===== config.mk =====
export PLATFORM = sky130hd
export DESIGN_NAME = calc_display_scheduler
export DESIGN_NICKNAME = d
export VERILOG_FILES = /design/src/rtl/calc_display_scheduler.sv
export SDC_FILE = /design/constraint.sdc
export NUM_CORES = 1
export LEC_CHECK = 0
export CAP_MARGIN = 20
export CORE_ASPECT_RATIO = 1.1
export CORE_MARGIN = 3
export CORE_UTILIZATION = 40
export CTS_BUF_LIST = sky130_fd_sc_hd__clkbuf_2
export CTS_CLUSTER_DIAMETER = 80
export CTS_CLUSTER_SIZE = 24
export DETAILED_ROUTE_END_ITERATION = 10
export GPL_TIMING_DRIVEN = 0
export PLACE_DENSITY = 0.58
export SLEW_MARGIN = 20
export SYNTH_ARGS = -nofsm -noshare
export SYNTH_HDL_FRONTEND = slang
export SYNTH_SLANG_ARGS = --single-unit

===== constraint.sdc =====
create_clock -name clk -period 6.9 [get_ports clk]
set_input_delay 1.035 -clock clk [delete_from_list [all_inputs] [get_ports clk]]
set_output_delay 1.035 -clock clk [all_outputs]
set_load 0.005 [all_outputs]

===== src/rtl/calc_display_scheduler.sv =====
// Signed 8-bit result to 3-digit BCD (sequential double-dabble) with a free-running
// 4-digit common-anode scan: ones, tens, hundreds, then sign code.
module calc_display_scheduler #(
    parameter int REFRESH_DIV = 100000
) (
    input  logic       clk,
    input  logic       reset,
    input  logic       in_valid,
    output logic       in_ready,
    input  logic [7:0] in_value,
    output logic       busy,
    output logic       done,
    output logic [3:0] digit,
    output logic [3:0] an,
    output logic [1:0] state_dbg
);

    // Handshake: a result transfers on the rising edge where in_valid && in_ready;
    // in_ready is high only in IDLE, and in_valid outside IDLE is ignored.

    localparam int CW = (REFRESH_DIV > 1) ? $clog2(REFRESH_DIV) : 1;

    typedef enum logic [1:0] {
        S_IDLE    = 2'd0,
        S_PREP    = 2'd1,
        S_CONVERT = 2'd2,
        S_LOAD    = 2'd3
    } state_t;

    state_t state_q, state_d;

    logic [7:0]    raw_q, raw_d;
    logic [7:0]    mag_q, mag_d;
    logic [11:0]   bcd_q, bcd_d;
    logic [2:0]    iter_q, iter_d;
    logic [3:0]    ones_q, ones_d;
    logic [3:0]    tens_q, tens_d;
    logic [3:0]    hund_q, hund_d;
    logic          sign_q, sign_d;
    logic          done_q, done_d;
    logic [CW-1:0] cnt_q, cnt_d;
    logic [1:0]    idx_q, idx_d;
    logic [3:0]    an_q, an_d;
    logic [3:0]    digit_q, digit_d;

    logic          accept;
    logic          wrap;
    logic [11:0]   adj;
    logic [19:0]   sh;

    assign accept = in_valid && in_ready;

    // ---------------- FSM: state register ----------------
    always_ff @(posedge clk or posedge reset) begin
        if (reset) begin
            state_q <= S_IDLE;
        end else begin
            state_q <= state_d;
        end
    end

    // ---------------- FSM: next state ----------------
    always_comb begin
        state_d = state_q;
        case (state_q)
            S_IDLE:    if (accept) state_d = S_PREP;
            S_PREP:    state_d = S_CONVERT;
            S_CONVERT: if (iter_q == 3'd7) state_d = S_LOAD;
            S_LOAD:    state_d = S_IDLE;
            default:   state_d = S_IDLE;
        endcase
    end

    // ---------------- FSM: outputs ----------------
    always_comb begin
        in_ready = 1'b0;
        busy     = 1'b1;
        if (state_q == S_IDLE) begin
            in_ready = 1'b1;
            busy     = 1'b0;
        end
    end

    assign done      = done_q;
    assign digit     = digit_q;
    assign an        = an_q;
    assign state_dbg = state_q;

    // ---------------- Conversion datapath ----------------
    always_comb begin
        adj = bcd_q;
        for (int i = 0; i < 3; i++) begin
            if (bcd_q[4*i +: 4] >= 4'd5) adj[4*i +: 4] = bcd_q[4*i +: 4] + 4'd3;
        end
        sh = {adj, mag_q} << 1;
    end

    // The raw operand is captured on accept and its magnitude taken one cycle later,
    // keeping the abs() adder off the in_value input path.
    always_comb begin
        raw_d  = raw_q;
        mag_d  = mag_q;
        bcd_d  = bcd_q;
        iter_d = iter_q;
        ones_d = ones_q;
        tens_d = tens_q;
        hund_d = hund_q;
        sign_d = sign_q;
        done_d = 1'b0;
        case (state_q)
            S_IDLE: begin
                if (accept) raw_d = in_value;
            end
            S_PREP: begin
                mag_d  = raw_q[7] ? (~raw_q + 8'd1) : raw_q;
                bcd_d  = '0;
                iter_d = '0;
            end
            S_CONVERT: begin
                bcd_d  = sh[19:8];
                mag_d  = sh[7:0];
                iter_d = iter_q + 3'd1;
            end
            S_LOAD: begin
                ones_d = bcd_q[3:0];
                tens_d = bcd_q[7:4];
                hund_d = bcd_q[11:8];
                sign_d = raw_q[7];
                done_d = 1'b1;
            end
            default: ;
        endcase
    end

    // ---------------- Display scan ----------------
    // an/digit use the next-cycle index and display values so the output matches
    // the registers in the same cycle they change.
    always_comb begin
        wrap  = (cnt_q == CW'(REFRESH_DIV - 1));
        cnt_d = wrap ? '0 : cnt_q + CW'(1);
        idx_d = wrap ? idx_q + 2'd1 : idx_q;
        an_d    = 4'b1110;
        digit_d = ones_d;
        case (idx_d)
            2'd0: begin an_d = 4'b1110; digit_d = ones_d; end
            2'd1: begin an_d = 4'b1101; digit_d = tens_d; end
            2'd2: begin an_d = 4'b1011; digit_d = hund_d; end
            2'd3: begin an_d = 4'b0111; digit_d = sign_d ? 4'hF : 4'hE; end
            default: ;
        endcase
    end

    always_ff @(posedge clk or posedge reset) begin
        if (reset) begin
            raw_q   <= '0;
            mag_q   <= '0;
            bcd_q   <= '0;
            iter_q  <= '0;
            ones_q  <= '0;
            tens_q  <= '0;
            hund_q  <= '0;
            sign_q  <= 1'b0;
            done_q  <= 1'b0;
            cnt_q   <= '0;
            idx_q   <= '0;
            an_q    <= 4'b1110;
            digit_q <= 4'h0;
        end else begin
            raw_q   <= raw_d;
            mag_q   <= mag_d;
            bcd_q   <= bcd_d;
            iter_q  <= iter_d;
            ones_q  <= ones_d;
            tens_q  <= tens_d;
            hund_q  <= hund_d;
            sign_q  <= sign_d;
            done_q  <= done_d;
            cnt_q   <= cnt_d;
            idx_q   <= idx_d;
            an_q    <= an_d;
            digit_q <= digit_d;
        end
    end

endmodule


Word level (Yosys, flattened, before mapping)
Cells that the tools add are included.

Add/sub/neg operators: 7. $lt $le $gt $ge: 3. Equality and inequality tests: 10. Mux-type cells: 22. Bitwise logic cells: 1. Reduce and logical (&&, ||, !) cells: 6.

Operators with widths (count): $pmux W4 S4 (2); $pmux W12 S2 (1); $mux W4 (5); $add A17 B1 Y17 const B (1); $eq A17 B17 Y1 const B (1); $mux W17 (1); $pmux W8 S2 (1); $ge A4 B3 Y1 const B (3); $add A4 B2 Y4 const B (2); $add A8 B1 Y8 const B (1); $eq A2 B2 Y1 const B (4); $mux W8 (1); $not A8 Y8 (1); $pmux W2 S4 (1); $mux W2 (3); $pmux W3 S2 (1); $mux W1 (5); $eq A2 B1 Y1 const B (2); $logic_not A2 Y1 (2); $ne A2 B2 Y1 const B (2); $reduce_and A2 Y1 (2); $add A3 B1 Y3 const B (1); $add A3 B2 Y3 const B (1); $eq A3 B3 Y1 const B (1); other kinds (4) (4).

Flip-flop bits (word level): 74. Output and inout port bits: 13.

Longest topological paths before layout
Gate-level depths: netlist of run 1.

Word-level depth: 5. Depth in mapped cells: 8. Gate-level depth less buffers: 7.

Least setup slack after synthesis of run 1
OpenSTA, ideal clock, no wires.

Path type: register to register. From: register cnt_q[8]. To: register digit_q[0] (netlist: digit[0]). Setup time: 0.121 ns. Data arrival time: 2.088 ns. Data required time: 6.779 ns. Setup slack: 4.691 ns. Cell stages (with the launch flop): 7. Path buffers: 1. Period minus slack after synthesis: 2.209 ns. Path through: dfrtp_1 -> or4b_4 -> or4_4 -> buf_6 -> nor4b_4 -> a211oi_1 -> o22a_1.

Cells in the longest elaborated chain, start to end: 4. Elaborated cells on any way between the ends: 7.

Ends and longest elaborated chain: start, declared (RTL line 41) `logic [CW-1:0] cnt_q, cnt_d;`; start signal, assigned (RTL line 178) `cnt_q <= cnt_d;`; $eq A17 B17 Y1 * (RTL line 139) `wrap = (cnt_q == CW'(REFRESH_DIV - 1));`; $mux W2 * (RTL line 141) `idx_d = wrap ? idx_q + 2'd1 : idx_q;`; $eq A2 B2 Y1, or another cell as far along (RTL line 144) `case (idx_d)`; $pmux W4 S4 * (RTL line 144); named net digit_d[0] (RTL line 44) `logic [3:0] digit_q, digit_d;`; end signal, assigned (RTL line 181) `digit_q <= digit_d;`; end, declared (RTL line 44).

Mark *: on every way through the listed nets, which the timed path passes. The rest lies on a longest branch. A chain may end at the register's enable or synchronous reset.

Final worst setup path of run 1
From: register state_q[1] (netlist: state_dbg[1]). To: output port busy.

Cells in the longest elaborated chain, start to end: 2.

Ends and longest elaborated chain: start, declared (RTL line 30) `state_t state_q, state_d;`; start signal, assigned (RTL line 58) `state_q <= state_d;`; $logic_not A2 Y1 (RTL line 78) `if (state_q == S_IDLE) begin`; $mux W1 (RTL line 78); end, declared (RTL line 11) `output logic busy,`.

No other way between the ends.

==> results of run 1 <==
[worst min path at each step]
stage | from | end | slack, ns | cells after the start
6_report | iter_q[0] | iter_q[0] | 0.50 | 1
5_1_grt | mag_q[5] | mag_q[5] | 0.53 | 1
4_1_cts | iter_q[0] | iter_q[0] | 0.51 | 1
3_5_place_dp | mag_q[7] | bcd_q[0] | 0.47 | 2
3_3_place_gp | mag_q[6] | mag_q[6] | 0.47 | 1
2_1_floorplan | cnt_q[14] | cnt_q[14] | 0.45 | 1
[stage by stage]
stage / util / cell area, µm²
after floorplan: - / 3560
after global placement: 0.460 / 3930
after detailed placement: 0.464 / 3960
after CTS: 0.474 / 4040
after global routing: 0.474 / 4040
final: 0.474 / 4040
[flip-flops by register name, summed over array words and instances, names as in the netlist, 2 cells and up]
name and count:
ones_q 4, cnt_q 17, mag_q 8, an 4
hund_q 4, idx_q 2, raw_q 8, bcd_q 12
tens_q 4, digit 4, iter_q 3, state_dbg 2
[cells in the final DEF (no fill, tap or decap), types with 4 or more instances in the layout]
| cell type | synthesis | routed |
|---|---|---|
| dfrtp_1 | 71 | 71 |
| o22ai_1 | 5 | 5 |
| o31ai_1 | 4 | 4 |
| clkdlybuf4s50_1 | 0 | 23 |
| a21oi_1 | 6 | 6 |
| mux2i_1 | 8 | 8 |
| xnor2_1 | 15 | 15 |
| o21ai_0 | 19 | 19 |
| ha_1 | 13 | 13 |
| mux2_2 | 19 | 19 |
| and3_1 | 7 | 7 |
| xor2_1 | 8 | 8 |
| inv_1 | 21 | 20 |
| clkbuf_2 | 0 | 10 |
| nor2_1 | 13 | 13 |
| nand2b_1 | 6 | 6 |
| o2bb2ai_1 | 4 | 4 |
| o211ai_1 | 6 | 6 |
| nand3_1 | 15 | 15 |
| a22o_1 | 4 | 4 |
| nand2_1 | 29 | 29 |
| clkbuf_1 | 7 | 7 |
[area by class of cell]
class,instances,area (µm²)
Timing Repair Buffer,24,258
Fill cell,824,4500
Inverter,22,85.1
Multi-Input combinational cell,214,1570
Clock buffer,10,50.0
Clock inverter,6,33.8
Tap cell,111,139
Sequential cell,74,1860
Buffer,11,51.3
[cells in the mapped netlist (2+ instances only)]
master | count | area (µm²)
o21ai_0 | 19 | 95.1
xor2_1 | 8 | 70.1
nor2_1 | 13 | 48.8
nand2b_1 | 6 | 37.5
nor3b_1 | 2 | 15.0
nor3_1 | 2 | 10.0
inv_1 | 21 | 78.8
o22ai_1 | 5 | 31.3
nor2b_1 | 2 | 12.5
nand3_1 | 15 | 75.1
or3_1 | 3 | 18.8
or4bb_1 | 2 | 22.5
mux2_2 | 19 | 214
nand4_1 | 3 | 18.8
xnor2_1 | 15 | 131
ha_1 | 13 | 163
o311ai_0 | 2 | 17.5
a32o_1 | 3 | 30.0
o2bb2ai_1 | 4 | 35.0
a22o_1 | 4 | 35.0
o211ai_1 | 6 | 45.0
dfstp_2 | 3 | 78.8
a21oi_1 | 6 | 30.0
clkbuf_1 | 7 | 26.3
dfrtp_1 | 71 | 1780
mux2i_1 | 8 | 80.1
nand2_1 | 29 | 109
buf_2 | 2 | 10.0
o31ai_1 | 4 | 30.0
and3_1 | 7 | 43.8
[per-layer routing]
metal / vias up / GRT usage
met3: 11 / 0.0259
met1: 1230 / 0.209
li1: 1210 / -
met5: - / 0
met2: 34 / 0.218
met4: 0 / 0.0722
[cell families after synthesis]
kind of cell    count (synthesis)  synth area share
fa+ha+maj                      13            0.0457
buf+inv                        33            0.0376
mux                            27            0.0826
simple gates                   91             0.139
flops                          74             0.521
xor+xnor                       24            0.0611
compound gates                 59             0.112
[power by group]
part / internal (µW) / switching (µW) / total (µW)
Combinational: 210 / 241 / 451
Sequential: 507 / 48.2 / 555
Clock: 45.6 / 151 / 196
[critical path, delay by kind of cell, from the launching register on]
family                     cells  cell delay, ns
buffers and inverters          3            0.67
DFF                            1            0.47
adders and majority gates      1            0.21
==> results.json, run 1 <==
{
  "clk_pin_slew_worst_paths_ns": 0.20,
  "clk_latency_ns": 0.51,
  "cp_max_fo": 5,
  "initialDrtViolationCount": 71,
  "leakage_uw": 0.00185,
  "endpoint_kind": "primary output",
  "synthFlopType": "dfrtp_1",
  "crit_path_frequent_cell": "inv_1",
  "r2r_cells": 6,
  "r2r_slack_ns": 4.42,
  "overflow": 0,
  "crit_path_top_delay_cell": "clkdlybuf4s50_1",
  "rows": 35,
  "place_congestion": 0.784,
  "initial_core_util": 0.417,
  "wl_per_cell_um": 14.5,
  "clock-sinks": 74,
  "synth_edf_count": 0,
  "critical_path_required_ns": 5.86,
  "rsz0062_at_grt": "no",
  "viasPerCell": 5.26,
  "path_class": "register to primary output",
  "syn_avg_cell_area_um2": 11.1,
  "grt_max_degree": 55,
  "track_usage": 0.148,
  "dr_total_vias": 2485,
  "hp-class": "register to register",
  "fmax_ghz": 0.347,
  "power.density_mw_per_mm2": 297,
  "p_total_uw": 1200,
  "period_minus_slack_ns": 2.88,
  "wl_met2_mm": 3.19,
  "r2r_start": "cnt_q[8]",
  "hold_viol_final": 0,
  "totalWireLength_mm": 6.82,
  "die-area_mm2": 0.0101,
  "post-route-worst-setup-slack_ns": 4.02,
  "path_cells": "inv_1, ha_1, inv_1, clkdlybuf4s50_1",
  "drc": 0,
  "worstMarginPinSlew_ns": 0.814,
  "grt_pass1_vias": 2435,
  "num_antenna_cells": 0,
  "netlist_area_mm2": 0.00356,
  "layout_worst_path_cycle_share": 0.417,
  "highest_layer": "met4",
  "cts_tree": "yes",
  "grt_pass1_wl_mm": 11.6,
  "cts-htree-levels": 3,
  "clk_path_buf_depth": 2,
  "crit_end": "busy",
  "clock_skew_ns": 0.0290,
  "postCtsSetupRepairBufs": 0,
  "met3_length_um": 197,
  "ioPinCount": 24,
  "timing.rr.end": "digit[2]",
  "max_stage_delay_ns": 0.51,
  "fin_cells": 472,
  "syn_to_final_growth_pct": 13.6,
  "numCtsBuffers": 9,
  "finalSetupTns_ns": 0,
  "synth.distinct_cells": 47,
  "syn-num-nets": 345,
  "root_buffer": "clkbuf_2",
  "holdWs_ns": 0.498,
  "fp.dieW_um": 96.0,
  "hpwl_mm": 4.83,
  "slew_violations": 0,
  "outcome": "finished clean",
  "slew_headroom": 0.449,
  "place.port_buffers": 23,
  "place_ws_ns": 4.43,
  "async_reset_ff_frac": 1.00,
  "ys.warnings.count": 0,
  "coreArea_mm2": 0.00854,
  "met1Wirelength_mm": 3.31,
  "first_pass_iters": 4,
  "ys_seq_area_frac": 0.521,
  "grt_antenna_before_repair": 0,
  "ys_seq_elements": 74,
  "crit_start": "state_dbg[1]",
  "die_y_um": 105,
  "postRouteAntennaNets": 0,
  "cts.repair.resized": 0,
  "ctsHoldBuffers": 0,
  "worstPathArrival_ns": 1.85,
  "crit_path_start_kind": "register",
  "vdd_drop_max_v": 0.000171,
  "drive_above_1_share": 0.130,
  "layout.nets": 380,
  "dp.cells": 456,
  "maxCapViolCount": 0,
  "final-setup-viol-count": 0,
  "syn_inst": 321
}
Note: power is estimated with default switching activity, not from simulation.
==> run 2, diff against run 1 <==
- PLACE_DENSITY: 0.58 -> 0.6
- clock period: 6.9 -> 2.6 ns (I/O delays scaled with it)
==> results.json, run 2 (same netlist as run 1, synthesis figures left out) <==
{
  "num_antenna_cells": 0,
  "initial_core_util": 0.417,
  "worstMarginPinSlew_ns": 0.729,
  "slew_headroom": 0.507,
  "hp-class": "input pin to asynchronous set/reset pin",
  "viasPerCell": 5.17,
  "post-route-util": 0.480,
  "cts_tree": "yes",
  "period_minus_slack_ns": 2.39,
  "clk_pin_slew_worst_paths_ns": 0.21,
  "wl_per_cell_um": 14.3,
  "rows": 35,
  "clock-sinks": 74,
  "numCtsBuffers": 9,
  "grt_pass1_wl_mm": 12.0,
  "grt_max_degree": 39,
  "layout_worst_path_cycle_share": 0.918,
  "largest_register_ffs": 17,
  "first_pass_iters": 4,
  "path_class": "register to register",
  "clk_path_buf_depth": 2,
  "mostFrequentLayoutCells": "dfrtp_1, nand2_1, clkdlybuf4s50_1, inv_1",
  "critical_path_required_ns": 2.99,
  "track_usage": 0.152,
  "endpoint_kind": "register",
  "crit_path_start_kind": "register",
  "hold_viol_final": 0,
  "worstPathArrival_ns": 2.77,
  "cp_max_fo": 10,
  "place_congestion": 0.786,
  "fillers": 818,
  "leakage_uw": 0.00189,
  "outcome": "finished clean",
  "maxCapViolCount": 0,
  "hpwl_mm": 4.86,
  "die_y_um": 105,
  "rsz0062_at_grt": "no",
  "vdd_drop_max_v": 0.000445,
  "p_total_uw": 3400,
  "reg_top3": "cnt_q: 17 flops, bcd_q: 12 flops",
  "postRouteAntennaNets": 0,
  "initialDrtViolationCount": 117,
  "overflow": 0,
  "cts-htree-levels": 3,
  "grt_pass1_vias": 2451,
  "fp.dieW_um": 96.0,
  "finalSetupTns_ns": 0,
  "drive_above_1_share": 0.133,
  "syn_to_final_growth_pct": 15.2,
  "layout.nets": 380,
  "r2r_cells": 6,
  "slew_violations": 0,
  "dr_total_vias": 2438,
  "die-area_mm2": 0.0101,
  "final_common_cell": "dfrtp_1",
  "grt_antenna_before_repair": 0,
  "root_buffer": "clkbuf_2",
  "final-setup-viol-count": 0,
  "ioPinCount": 24,
  "largest-register": "cnt_q",
  "drc": 0,
  "totalWireLength_mm": 6.77,
  "coreArea_mm2": 0.00854,
  "clk_latency_ns": 0.50,
  "fmax_ghz": 0.419,
  "clock_skew_ns": 0.0313,
  "place.port_buffers": 23,
  "power.density_mw_per_mm2": 829
}
[run 2: layout make-up]
cell class | instances | area, µm² | area share
tap | 111 | 139 | 0.0339
sequential | 74 | 1860 | 0.452
timing repair buffer | 24 | 250 | 0.0610
buffer | 11 | 52.6 | 0.0128
clock inverter | 7 | 93.8 | 0.0229
clock buffer | 9 | 45.0 | 0.0110
multi-input combinational | 214 | 1580 | 0.385
inverter | 22 | 85.1 | 0.0207
[run 2: final timing paths]
kind | end | from | slack [ns]
worst max-delay path | digit[1] | cnt_q[12] | 0.21
worst min-delay path | cnt_q[2] | reset | 0.23
min in group clk | raw_q[4] | in_value[4] | 0.48
max in group asynchronous | ones_q[2] | reset | 1.80
worst max register to register | digit[1] | cnt_q[12] | 0.21
worst min register to register | iter_q[0] | iter_q[0] | 0.50
[run 2: power by group]
part	leakage (µW)	internal (µW)	total [µW]	switching, µW
clock	0.0000795	316	724	408
sequential	0.000971	1350	1480	129
combinational	0.000839	557	1200	645
[run 2: timing repair]
| item | 4_1_cts | 5_1_grt |
|---|---|---|
| hold buffers | 0 | 0 |
| resized for setup | 0 | 2 |
| setup buffers | 0 | 0 |
| endpoints found under the setup margin | 0 | 3 |
[run 2: per-layer routing]
| layer | up-vias | share of wire | global-route usage |
|---|---|---|---|
| met3 | 9 | 0.024 | 0.0346 |
| li1 | 1201 | - | - |
| met4 | 0 | 0.015 | 0.0478 |
| met2 | 21 | 0.47 | 0.228 |
| met5 | - | 0 | 0 |
| met1 | 1207 | 0.49 | 0.216 |
[run 2: stage by stage]
step / area (µm²) / setup slack (ns) / hold WS (ns) / cells
detailed placement: 3950 / 0.124 / 0.474 / 456
global placement: 3930 / -0.924 / 0.469 / 455
finish: 4100 / 0.214 / 0.226 / 472
floorplan: 3560 / 0.333 / 0.449 / 321
global route: 4100 / 0.0710 / 0.229 / 472
CTS: 4090 / 0.0967 / 0.194 / 472
[run 2: worst max-delay path, stage by stage, from the launching register on]
cell      delay (ns)
dfrtp_1         0.48
or4bb_1         0.59
or4_4           0.50
buf_6           0.16
buf_2           0.19
o211ai_1        0.23
nand3_1         0.12
==> run 3, diff against run 2 <==
- TNS_END_PERCENT: unset -> 1
==> results of run 3 <==
The final DEF is identical to that of run 2; final timing and power are the same.
